## src/rtl/dla_axi_lite_pkg.sv

```systemverilog
// Shared definitions for the DLA AXI-Lite manager: FSM state encodings,
// fixed AW/AR protection value, write-strobe fill bit and response codes.
// Imported by the manager RTL and by anything that needs the resp codes.
package dla_axi_lite_pkg;

  typedef enum logic [1:0] {
    W_IDLE      = 2'd0,
    W_ADDR_DATA = 2'd1,
    W_RESP      = 2'd2
  } wr_state_e;

  typedef enum logic [1:0] {
    R_IDLE = 2'd0,
    R_ADDR = 2'd1,
    R_DATA = 2'd2
  } rd_state_e;

  // Unprivileged, secure, data access on every address beat.
  localparam logic [2:0] AXI_PROT     = 3'b000;
  // Every write is a full-word write; replicated to the strobe width.
  localparam logic       AXI_STRB_BIT = 1'b1;

  localparam logic [1:0] RESP_OKAY   = 2'b00;
  localparam logic [1:0] RESP_EXOKAY = 2'b01;
  localparam logic [1:0] RESP_SLVERR = 2'b10;
  localparam logic [1:0] RESP_DECERR = 2'b11;

endpackage

```

## src/rtl/axi_lite_if.sv

```systemverilog
// AXI-Lite bundle carrying AW, W, B, AR and R channels.
// Ports: manager modport drives addr/data/valids and the B/R readies;
// subordinate modport is the mirror image.
interface axi_lite_if #(
  parameter int ADDR_WIDTH = 16,
  parameter int DATA_WIDTH = 32
);
  logic [ADDR_WIDTH-1:0]   aw_addr;
  logic [2:0]              aw_prot;
  logic                    aw_valid;
  logic                    aw_ready;

  logic [DATA_WIDTH-1:0]   w_data;
  logic [DATA_WIDTH/8-1:0] w_strb;
  logic                    w_valid;
  logic                    w_ready;

  logic [1:0]              b_resp;
  logic                    b_valid;
  logic                    b_ready;

  logic [ADDR_WIDTH-1:0]   ar_addr;
  logic [2:0]              ar_prot;
  logic                    ar_valid;
  logic                    ar_ready;

  logic [DATA_WIDTH-1:0]   r_data;
  logic [1:0]              r_resp;
  logic                    r_valid;
  logic                    r_ready;

  modport manager (
    output aw_addr, aw_prot, aw_valid, input aw_ready,
    output w_data, w_strb, w_valid,    input w_ready,
    input  b_resp, b_valid,            output b_ready,
    output ar_addr, ar_prot, ar_valid, input ar_ready,
    input  r_data, r_resp, r_valid,    output r_ready
  );

  modport subordinate (
    input  aw_addr, aw_prot, aw_valid, output aw_ready,
    input  w_data, w_strb, w_valid,    output w_ready,
    output b_resp, b_valid,            input b_ready,
    input  ar_addr, ar_prot, ar_valid, output ar_ready,
    output r_data, r_resp, r_valid,    input r_ready
  );
endinterface

```

## src/rtl/dla_axi_lite_m.sv

```systemverilog
// AXI-Lite manager turning level requests into single AXI-Lite write/read transactions.
// Ports: clk_i/rst_i (sync, active-high), req_i {rd,wr}, write/read address, write data,
//        rsp_o {rd_done,wr_done} one-cycle pulses, dla_data_o registered read data, pp_if manager.
module dla_axi_lite_m
  import dla_axi_lite_pkg::*;
#(
  parameter int AXI_ADDR_WIDTH = 16,
  parameter int AXI_DATA_WIDTH = 32
) (
  input  logic                      clk_i,
  input  logic                      rst_i,
  input  logic [1:0]                req_i,
  input  logic [AXI_ADDR_WIDTH-1:0] axi_wr_addr_i,
  input  logic [AXI_ADDR_WIDTH-1:0] axi_rd_addr_i,
  input  logic [AXI_DATA_WIDTH-1:0] pp_data_i,
  output logic [1:0]                rsp_o,
  output logic [AXI_DATA_WIDTH-1:0] dla_data_o,
  axi_lite_if.manager               pp_if
);

  // ---------------- write path state ----------------
  wr_state_e                 wr_state;
  logic [AXI_ADDR_WIDTH-1:0] wr_addr_q;
  logic [AXI_DATA_WIDTH-1:0] wr_data_q;
  logic                      aw_valid_q;
  logic                      w_valid_q;
  logic                      b_ready_q;
  logic                      wr_done_q;

  // ---------------- read path state -----------------
  rd_state_e                 rd_state;
  logic [AXI_ADDR_WIDTH-1:0] rd_addr_q;
  logic [AXI_DATA_WIDTH-1:0] rd_data_q;
  logic                      ar_valid_q;
  logic                      r_ready_q;
  logic                      rd_done_q;

  // A channel is still owed a handshake if it is valid and not accepted this cycle.
  logic aw_owed;
  logic w_owed;
  assign aw_owed = aw_valid_q & ~pp_if.aw_ready;
  assign w_owed  = w_valid_q  & ~pp_if.w_ready;

  // ---------------- write FSM ----------------
  always_ff @(posedge clk_i) begin
    if (rst_i) begin
      wr_state   <= W_IDLE;
      wr_addr_q  <= '0;
      wr_data_q  <= '0;
      aw_valid_q <= 1'b0;
      w_valid_q  <= 1'b0;
      b_ready_q  <= 1'b0;
      wr_done_q  <= 1'b0;
    end else begin
      wr_done_q <= 1'b0;
      case (wr_state)
        W_IDLE: begin
          if (req_i[0]) begin
            wr_addr_q  <= axi_wr_addr_i;
            wr_data_q  <= pp_data_i;
            aw_valid_q <= 1'b1;
            w_valid_q  <= 1'b1;
            wr_state   <= W_ADDR_DATA;
          end
        end
        W_ADDR_DATA: begin
          // AW and W retire independently, in either order or together.
          if (aw_valid_q && pp_if.aw_ready) aw_valid_q <= 1'b0;
          if (w_valid_q  && pp_if.w_ready)  w_valid_q  <= 1'b0;
          if (!aw_owed && !w_owed) begin
            b_ready_q <= 1'b1;
            wr_state  <= W_RESP;
          end
        end
        W_RESP: begin
          // Any b_resp code ends the transaction; errors are not retried.
          if (pp_if.b_valid) begin
            b_ready_q <= 1'b0;
            wr_done_q <= 1'b1;
            wr_state  <= W_IDLE;
          end
        end
        default: begin
          aw_valid_q <= 1'b0;
          w_valid_q  <= 1'b0;
          b_ready_q  <= 1'b0;
          wr_state   <= W_IDLE;
        end
      endcase
    end
  end

  // ---------------- read FSM ----------------
  always_ff @(posedge clk_i) begin
    if (rst_i) begin
      rd_state   <= R_IDLE;
      rd_addr_q  <= '0;
      rd_data_q  <= '0;
      ar_valid_q <= 1'b0;
      r_ready_q  <= 1'b0;
      rd_done_q  <= 1'b0;
    end else begin
      rd_done_q <= 1'b0;
      case (rd_state)
        R_IDLE: begin
          if (req_i[1]) begin
            rd_addr_q  <= axi_rd_addr_i;
            ar_valid_q <= 1'b1;
            rd_state   <= R_ADDR;
          end
        end
        R_ADDR: begin
          if (pp_if.ar_ready) begin
            ar_valid_q <= 1'b0;
            r_ready_q  <= 1'b1;
            rd_state   <= R_DATA;
          end
        end
        R_DATA: begin
          // Data is captured whatever r_resp says.
          if (pp_if.r_valid) begin
            rd_data_q <= pp_if.r_data;
            r_ready_q <= 1'b0;
            rd_done_q <= 1'b1;
            rd_state  <= R_IDLE;
          end
        end
        default: begin
          ar_valid_q <= 1'b0;
          r_ready_q  <= 1'b0;
          rd_state   <= R_IDLE;
        end
      endcase
    end
  end

  // ---------------- outputs ----------------
  assign pp_if.aw_addr  = wr_addr_q;
  assign pp_if.aw_prot  = AXI_PROT;
  assign pp_if.aw_valid = aw_valid_q;
  assign pp_if.w_data   = wr_data_q;
  assign pp_if.w_strb   = {(AXI_DATA_WIDTH/8){AXI_STRB_BIT}};
  assign pp_if.w_valid  = w_valid_q;
  assign pp_if.b_ready  = b_ready_q;
  assign pp_if.ar_addr  = rd_addr_q;
  assign pp_if.ar_prot  = AXI_PROT;
  assign pp_if.ar_valid = ar_valid_q;
  assign pp_if.r_ready  = r_ready_q;

  assign rsp_o      = {rd_done_q, wr_done_q};
  assign dla_data_o = rd_data_q;

endmodule

```

## src/flat_wrapper.sv

```systemverilog
// flat-port wrapper written by rule: the top's interface ports become plain ports
module dla_axi_lite_m_flat import dla_axi_lite_pkg::*;
#(
  parameter int AXI_ADDR_WIDTH = 16,
  parameter int AXI_DATA_WIDTH = 32
)
  (clk_i, rst_i, req_i, axi_wr_addr_i, axi_rd_addr_i, pp_data_i, rsp_o, dla_data_o, pp_if_aw_addr, pp_if_aw_prot, pp_if_aw_valid, pp_if_aw_ready, pp_if_w_data, pp_if_w_strb, pp_if_w_valid, pp_if_w_ready, pp_if_b_resp, pp_if_b_valid, pp_if_b_ready, pp_if_ar_addr, pp_if_ar_prot, pp_if_ar_valid, pp_if_ar_ready, pp_if_r_data, pp_if_r_resp, pp_if_r_valid, pp_if_r_ready);
  axi_lite_if #(.ADDR_WIDTH(16), .DATA_WIDTH(32)) pp_if_i ();
  input  logic clk_i;
  input  logic rst_i;
  input  logic [1:0] req_i;
  input  logic [AXI_ADDR_WIDTH-1:0] axi_wr_addr_i;
  input  logic [AXI_ADDR_WIDTH-1:0] axi_rd_addr_i;
  input  logic [AXI_DATA_WIDTH-1:0] pp_data_i;
  output logic [1:0] rsp_o;
  output logic [AXI_DATA_WIDTH-1:0] dla_data_o;
  output wire logic [$bits(pp_if_i.aw_addr)-1:0] pp_if_aw_addr;
  output wire logic [$bits(pp_if_i.aw_prot)-1:0] pp_if_aw_prot;
  output wire logic [$bits(pp_if_i.aw_valid)-1:0] pp_if_aw_valid;
  input wire logic [$bits(pp_if_i.aw_ready)-1:0] pp_if_aw_ready;
  output wire logic [$bits(pp_if_i.w_data)-1:0] pp_if_w_data;
  output wire logic [$bits(pp_if_i.w_strb)-1:0] pp_if_w_strb;
  output wire logic [$bits(pp_if_i.w_valid)-1:0] pp_if_w_valid;
  input wire logic [$bits(pp_if_i.w_ready)-1:0] pp_if_w_ready;
  input wire logic [$bits(pp_if_i.b_resp)-1:0] pp_if_b_resp;
  input wire logic [$bits(pp_if_i.b_valid)-1:0] pp_if_b_valid;
  output wire logic [$bits(pp_if_i.b_ready)-1:0] pp_if_b_ready;
  output wire logic [$bits(pp_if_i.ar_addr)-1:0] pp_if_ar_addr;
  output wire logic [$bits(pp_if_i.ar_prot)-1:0] pp_if_ar_prot;
  output wire logic [$bits(pp_if_i.ar_valid)-1:0] pp_if_ar_valid;
  input wire logic [$bits(pp_if_i.ar_ready)-1:0] pp_if_ar_ready;
  input wire logic [$bits(pp_if_i.r_data)-1:0] pp_if_r_data;
  input wire logic [$bits(pp_if_i.r_resp)-1:0] pp_if_r_resp;
  input wire logic [$bits(pp_if_i.r_valid)-1:0] pp_if_r_valid;
  output wire logic [$bits(pp_if_i.r_ready)-1:0] pp_if_r_ready;
  assign pp_if_aw_addr = pp_if_i.aw_addr;
  assign pp_if_aw_prot = pp_if_i.aw_prot;
  assign pp_if_aw_valid = pp_if_i.aw_valid;
  assign pp_if_i.aw_ready = pp_if_aw_ready;
  assign pp_if_w_data = pp_if_i.w_data;
  assign pp_if_w_strb = pp_if_i.w_strb;
  assign pp_if_w_valid = pp_if_i.w_valid;
  assign pp_if_i.w_ready = pp_if_w_ready;
  assign pp_if_i.b_resp = pp_if_b_resp;
  assign pp_if_i.b_valid = pp_if_b_valid;
  assign pp_if_b_ready = pp_if_i.b_ready;
  assign pp_if_ar_addr = pp_if_i.ar_addr;
  assign pp_if_ar_prot = pp_if_i.ar_prot;
  assign pp_if_ar_valid = pp_if_i.ar_valid;
  assign pp_if_i.ar_ready = pp_if_ar_ready;
  assign pp_if_i.r_data = pp_if_r_data;
  assign pp_if_i.r_resp = pp_if_r_resp;
  assign pp_if_i.r_valid = pp_if_r_valid;
  assign pp_if_r_ready = pp_if_i.r_ready;
  dla_axi_lite_m #(.AXI_ADDR_WIDTH(AXI_ADDR_WIDTH), .AXI_DATA_WIDTH(AXI_DATA_WIDTH)) u_core (.clk_i(clk_i), .rst_i(rst_i), .req_i(req_i), .axi_wr_addr_i(axi_wr_addr_i), .axi_rd_addr_i(axi_rd_addr_i), .pp_data_i(pp_data_i), .rsp_o(rsp_o), .dla_data_o(dla_data_o), .pp_if(pp_if_i));
endmodule
```

## config.mk

```make
export PLATFORM = sky130hd
export DESIGN_NAME = dla_axi_lite_m_flat
export DESIGN_NICKNAME = d
export VERILOG_FILES = /design/src/rtl/dla_axi_lite_pkg.sv /design/src/rtl/axi_lite_if.sv /design/src/rtl/dla_axi_lite_m.sv /design/src/flat_wrapper.sv
export SDC_FILE = /design/constraint.sdc
export NUM_CORES = 1
export LEC_CHECK = 0
export ABC_AREA = 1
export ABC_CLOCK_PERIOD_IN_PS = 2020
export CORE_MARGIN = 1
export CORE_UTILIZATION = 35
export CTS_CLUSTER_DIAMETER = 200
export DETAILED_ROUTE_END_ITERATION = 16
export PLACE_DENSITY = 0.74
export SYNTH_ARGS = -nofsm -noshare
export SYNTH_HDL_FRONTEND = slang
export SYNTH_SLANG_ARGS = --single-unit
```

## constraint.sdc

```tcl
create_clock -name clk_i -period 2.02 [get_ports clk_i]
set_input_delay 0.404 -clock clk_i [delete_from_list [all_inputs] [get_ports clk_i]]
set_output_delay 0.404 -clock clk_i [all_outputs]
set_load 0.01 [all_outputs]
```

== Word level (Yosys, flattened, before mapping) ==
Index checks and enable logic that the tools add are counted.

* Logic and storage cells: 76
* Register bits: 107

* Muxes and demuxes: 24
* Equality and inequality tests: 12
* Bitwise operators: 8
* Reductions and logical operators: 19

{| class="wikitable"
|+ Operators with widths
! operator !! count
|-
| 3-bit AND reduction || 7
|-
| 1-bit case mux with 3 select lines || 5
|-
| 2-bit 2-to-1 mux || 6
|-
| 2-bit case mux with 3 select lines || 2
|-
| 1-bit 2-to-1 mux || 11
|-
| 2-bit != test, second input constant || 5
|-
| 2-bit by 1-bit != test with 1-bit output, second input constant || 3
|-
| 1-bit inverter || 6
|-
| 2-bit AND reduction || 3
|-
| 2-bit by 1-bit == test with 1-bit output, second input constant || 2
|-
| 2-bit == test, second input constant || 2
|-
| 2-bit zero test || 2
|-
| 2-bit OR reduction || 2
|-
| 1-bit logical AND || 3
|-
| 1-bit AND || 2
|-
| 1-bit zero test || 2
|}

== Logic depth before layout (Yosys ltp) ==
* Word-level depth: 6
* Mapped depth: 7
* Depth with buffers taken out: 7

== Least setup slack after synthesis ==
Ideal clock, no wire load.

* Path type: input -> register
* From: input port rst_i
* To: register u_core.wr_data_q[23] (netlist: u_core.pp_if.w_data[23])
* Path slack: 859 ps
* Library setup time: 116 ps
* Stages on the path: 6
* Data arrival time: 1,045 ps
* Cell sequence: clkbuf_1 -> inv_2 -> buf_2 -> clkbuf_2 -> o21ai_0 -> nor2_1

{| class="wikitable"
|+ RTL lines
! element !! RTL line !! text
|-
| start: declaration || flat_wrapper.sv:10 || <nowiki>input logic rst_i;</nowiki>
|-
| end signal: assignment || dla_axi_lite_m.sv:60 || <nowiki>wr_data_q <= pp_data_i;</nowiki>
|-
| end: declaration || dla_axi_lite_m.sv:24 || <nowiki>logic [AXI_DATA_WIDTH-1:0] wr_data_q;</nowiki>
|}

== Worst setup path after layout ==
* From: register u_core.aw_valid_q (netlist: u_core.pp_if.aw_valid)
* To: output port pp_if_aw_valid

{| class="wikitable"
|+ RTL lines
! element !! RTL line !! text
|-
| start: declaration || dla_axi_lite_m.sv:25 || <nowiki>logic aw_valid_q;</nowiki>
|-
| start signal: assignment || dla_axi_lite_m.sv:50 || <nowiki>aw_valid_q <= 1'b0;</nowiki>
|-
| start signal: assignment || dla_axi_lite_m.sv:61 || <nowiki>aw_valid_q <= 1'b1;</nowiki>
|-
| start signal: assignment || dla_axi_lite_m.sv:68 || <nowiki>if (aw_valid_q && pp_if.aw_ready) aw_valid_q <= 1'b0;</nowiki>
|-
| end: declaration || flat_wrapper.sv:19 || <nowiki>output wire logic [$bits(pp_if_i.aw_valid)-1:0] pp_if_aw_valid;</nowiki>
|}

No word-level cell between the ends.

==> metrics <==
status=complete, no violations; top cells by count, synth=nor2_1 (130), dfxtp_1 (107), o21ai_0 (58), nand2_1 (50), a21oi_1 (38); Pre-antenna DRT Iters=4; Synth area leader=dfxtp_1; EDFF count, synth=0; initial antenna violation count=0; Die Footprint=about 12000 µm²; WP buf/inv=1; startpoint types=flip-flop; CTS max path bufs=2; Reg power frac=between 40% and 50%; Max rail drop VDD=between 0.4 and 0.5 mV; MaxCap Viol Count=0; worst setup path class=reg -> out; Final Setup Violations=0; grt ovf=0; hold crit path type=reg -> reg; sequential area share after synthesis=53.8%; post-route clock period utilization=83.2%; Util after Layout=58.4%; Worst setup EP type=output pin; switching power=~1.2 mW; Fin Setup TNS=0 ns; H-tree level count=3; Fmax=595 MHz; pre-CTS WS=0.280 ns; Post-CTS Hold Fix Bufs=0; clock share of power=a little under two fifths; Antenna Nets Post-Route=0; count of different cell masters after synthesis=22; die height=roughly 110 µm; Syn. warnings=0; Final Worst Setup Slack=0.339 ns; final cell count without fillers=roughly 840; GRT Total Usage=18.7%; core footprint=roughly 11000 µm²; fin. max-slew vios=0; NumNets Final=800; Storage cell area=2140 µm²; vias in the first global route=3761; DR vias=between 3k and 4k; DRT iter0 DRCs=roughly 250; Yosys reg bits=around 110; combinational power share=between 10% and 20%; detailed placer's ending HPWL=roughly 7.9 mm; crit-path max FO=3; Starting Density=a little over a third; CTS Sinks=between 100 and 150; leakage=2.47 nW; routed vias/inst=roughly 4.7; dpl cells=between 800 and 900; Crit-path slowest cell=clkdlybuf4s50_1; Worst EP required=roughly 1.6 ns; num rows=38; GPL Wtd Cong=between 0.6 and 0.7; largest delay contributor family on the critical path=buffers and inverters; Synth top area share=a little over half; I/O Buffers=roughly 210; final worst clock skew=0.00666 ns; share of flip-flops with an asynchronous set or reset=0%; mapped cell area=about 4000 µm²; RSZ-0062 raised after global routing=false; final hold slack=around 0.46 ns; largest net degree at the start of global routing=67; power density cells=808 nW/µm²; Main synth FF type=dfxtp_1; global-route wire length before repair=about 17 mm; top post-synthesis cells by area=dfxtp_1 (54%), nor2_1 (12%), o21ai_0 (7.3%), a21oi_1 (4.8%), nand2_1 (4.7%); drt wl/cell=13.1 µm; share of cells above drive strength 1=under 10%; Final Hold Viols=0; switching share of power=24.0%; Fill cells=a little under 1k; ANT cells=0; min Tclk post-route=1.68 ns; postcts setup bufs=0; P&R area growth vs syn=61.0%; Post-CTS Resized=0; most numerous cell in the Yosys netlist=nor2_1; slowest stage delay, CP=0.58 ns; clk_lat worst skew=0.34 ns; DRC viols=0; CP Cell Sequence=clkdlybuf4s50_1; CTS Root Cell=clkbuf_16; CTS tree=built; Mapped Cells=roughly 500; Synth Area per Inst=around 8.0 µm²; final wirelength=between 10 and 15 mm; Multi-input gate area=~1500 µm²; worst path arrival time=1.28 ns; I/O pin total=around 220; TritonCTS buffer count=9; Pint=around 4 mW; die width=~110 µm; Reg clk slew, reported paths=~0.070 ns
## cell families (layout without fill, tap and decap cells)
family,count (synthesis),after routing,synth area share (%)
AO/OA/AOI/OAI,109,109,14.0
buffers and inverters,62,250,9.42
flip-flops,107,107,53.8
other,2,10,0.189
AND/OR/NAND/NOR,219,219,22.6
## registers in the layout, summed over array words and instances (netlist names)
signal / cells
u_core.pp_if.b_ready: 1
u_core.pp_if.aw_addr: 16
u_core.wr_done_q: 1
u_core.pp_if.ar_valid: 1
u_core.rd_state: 2
u_core.pp_if.aw_valid: 1
u_core.pp_if.ar_addr: 16
u_core.pp_if.w_valid: 1
u_core.pp_if.w_data: 32
u_core.rd_done_q: 1
u_core.pp_if.r_ready: 1
u_core.wr_state: 2
u_core.dla_data_o: 32
## routing by layer
| metal | GRT usage (%) | part of all wire [%] | vias to the layer above |
|---|---|---|---|
| li1 | - | - | 1974 |
| met1 | 20.2 | 39 | 1796 |
| met2 | 31.6 | 49 | 152 |
| met3 | 8.13 | 10 | 17 |
| met4 | 8.49 | 1.9 | 0 |
| met5 | 0 | 0 | - |
## final cells by class
cell class              count  area share [%]
clock inverters             4            1.15
multi-input cells         338            23.3
flip-flops and latches    107            33.4
repair buffers            219            34.5
clock buffers              11            3.94
well taps                 140            2.73
inverters                  16           0.937
## path summary, 6_finish.rpt
kind / startpoint / endpoint / slack [ns] / cells after the start
worst min-delay path: u_core.dla_data_o[11]$_SDFFE_PP0P_ / u_core.dla_data_o[11]$_SDFFE_PP0P_ / 0.46 / 2
worst max register to register: u_core.rd_state[1]$_SDFFE_PP0P_ / u_core.dla_data_o[7]$_SDFFE_PP0P_ / 0.56 / 5
worst min register to register: u_core.dla_data_o[11]$_SDFFE_PP0P_ / u_core.dla_data_o[11]$_SDFFE_PP0P_ / 0.46 / 2
worst max-delay path: u_core.pp_if.aw_valid$_SDFFE_PP0P_ / pp_if_aw_valid / 0.34 / 1
## power by group through the flow
stage | logic (mW) | clock network, mW | registers [mW]
2_1_floorplan | 0.346 | 0 | 2.44
3_3_place_gp | 0.933 | 0 | 2.37
3_5_place_dp | 0.953 | 0 | 2.38
4_1_cts | 0.957 | 1.97 | 2.33
5_1_grt | 1.04 | 2.05 | 2.34
6_report | 0.947 | 1.90 | 2.33
## layout by cell type, fill, tap and decap left out
| cell | instances |
|---|---|
| o211ai_1 | 2 |
| nor2_1 | 130 |
| bufinv_16 | 2 |
| a21oi_2 | 2 |
| conb_1 | 10 |
| buf_12 | 4 |
| o21ai_1 | 9 |
| o21ai_0 | 58 |
| nor2_4 | 1 |
| buf_4 | 8 |
| clkbuf_8 | 2 |
| nand3_1 | 34 |
| nand3_2 | 1 |
| clkinv_4 | 1 |
| nand2_1 | 50 |
| nor3_4 | 1 |
| nor4_1 | 1 |
| a21oi_1 | 38 |
| inv_2 | 6 |
| clkbuf_16 | 9 |
| nand2_4 | 1 |
| inv_1 | 10 |
| clkinv_2 | 1 |
| dfxtp_1 | 107 |
| clkdlybuf4s50_1 | 207 |
## metrics by stage
step,cell area [µm²],power [mW]
after floorplan,4010,2.79
after global placement,6090,3.30
after detailed placement,6090,3.33
after CTS,6410,5.25
after global routing,6410,5.43
final,6410,5.18
Note: power is estimated with default switching activity, not from simulation.
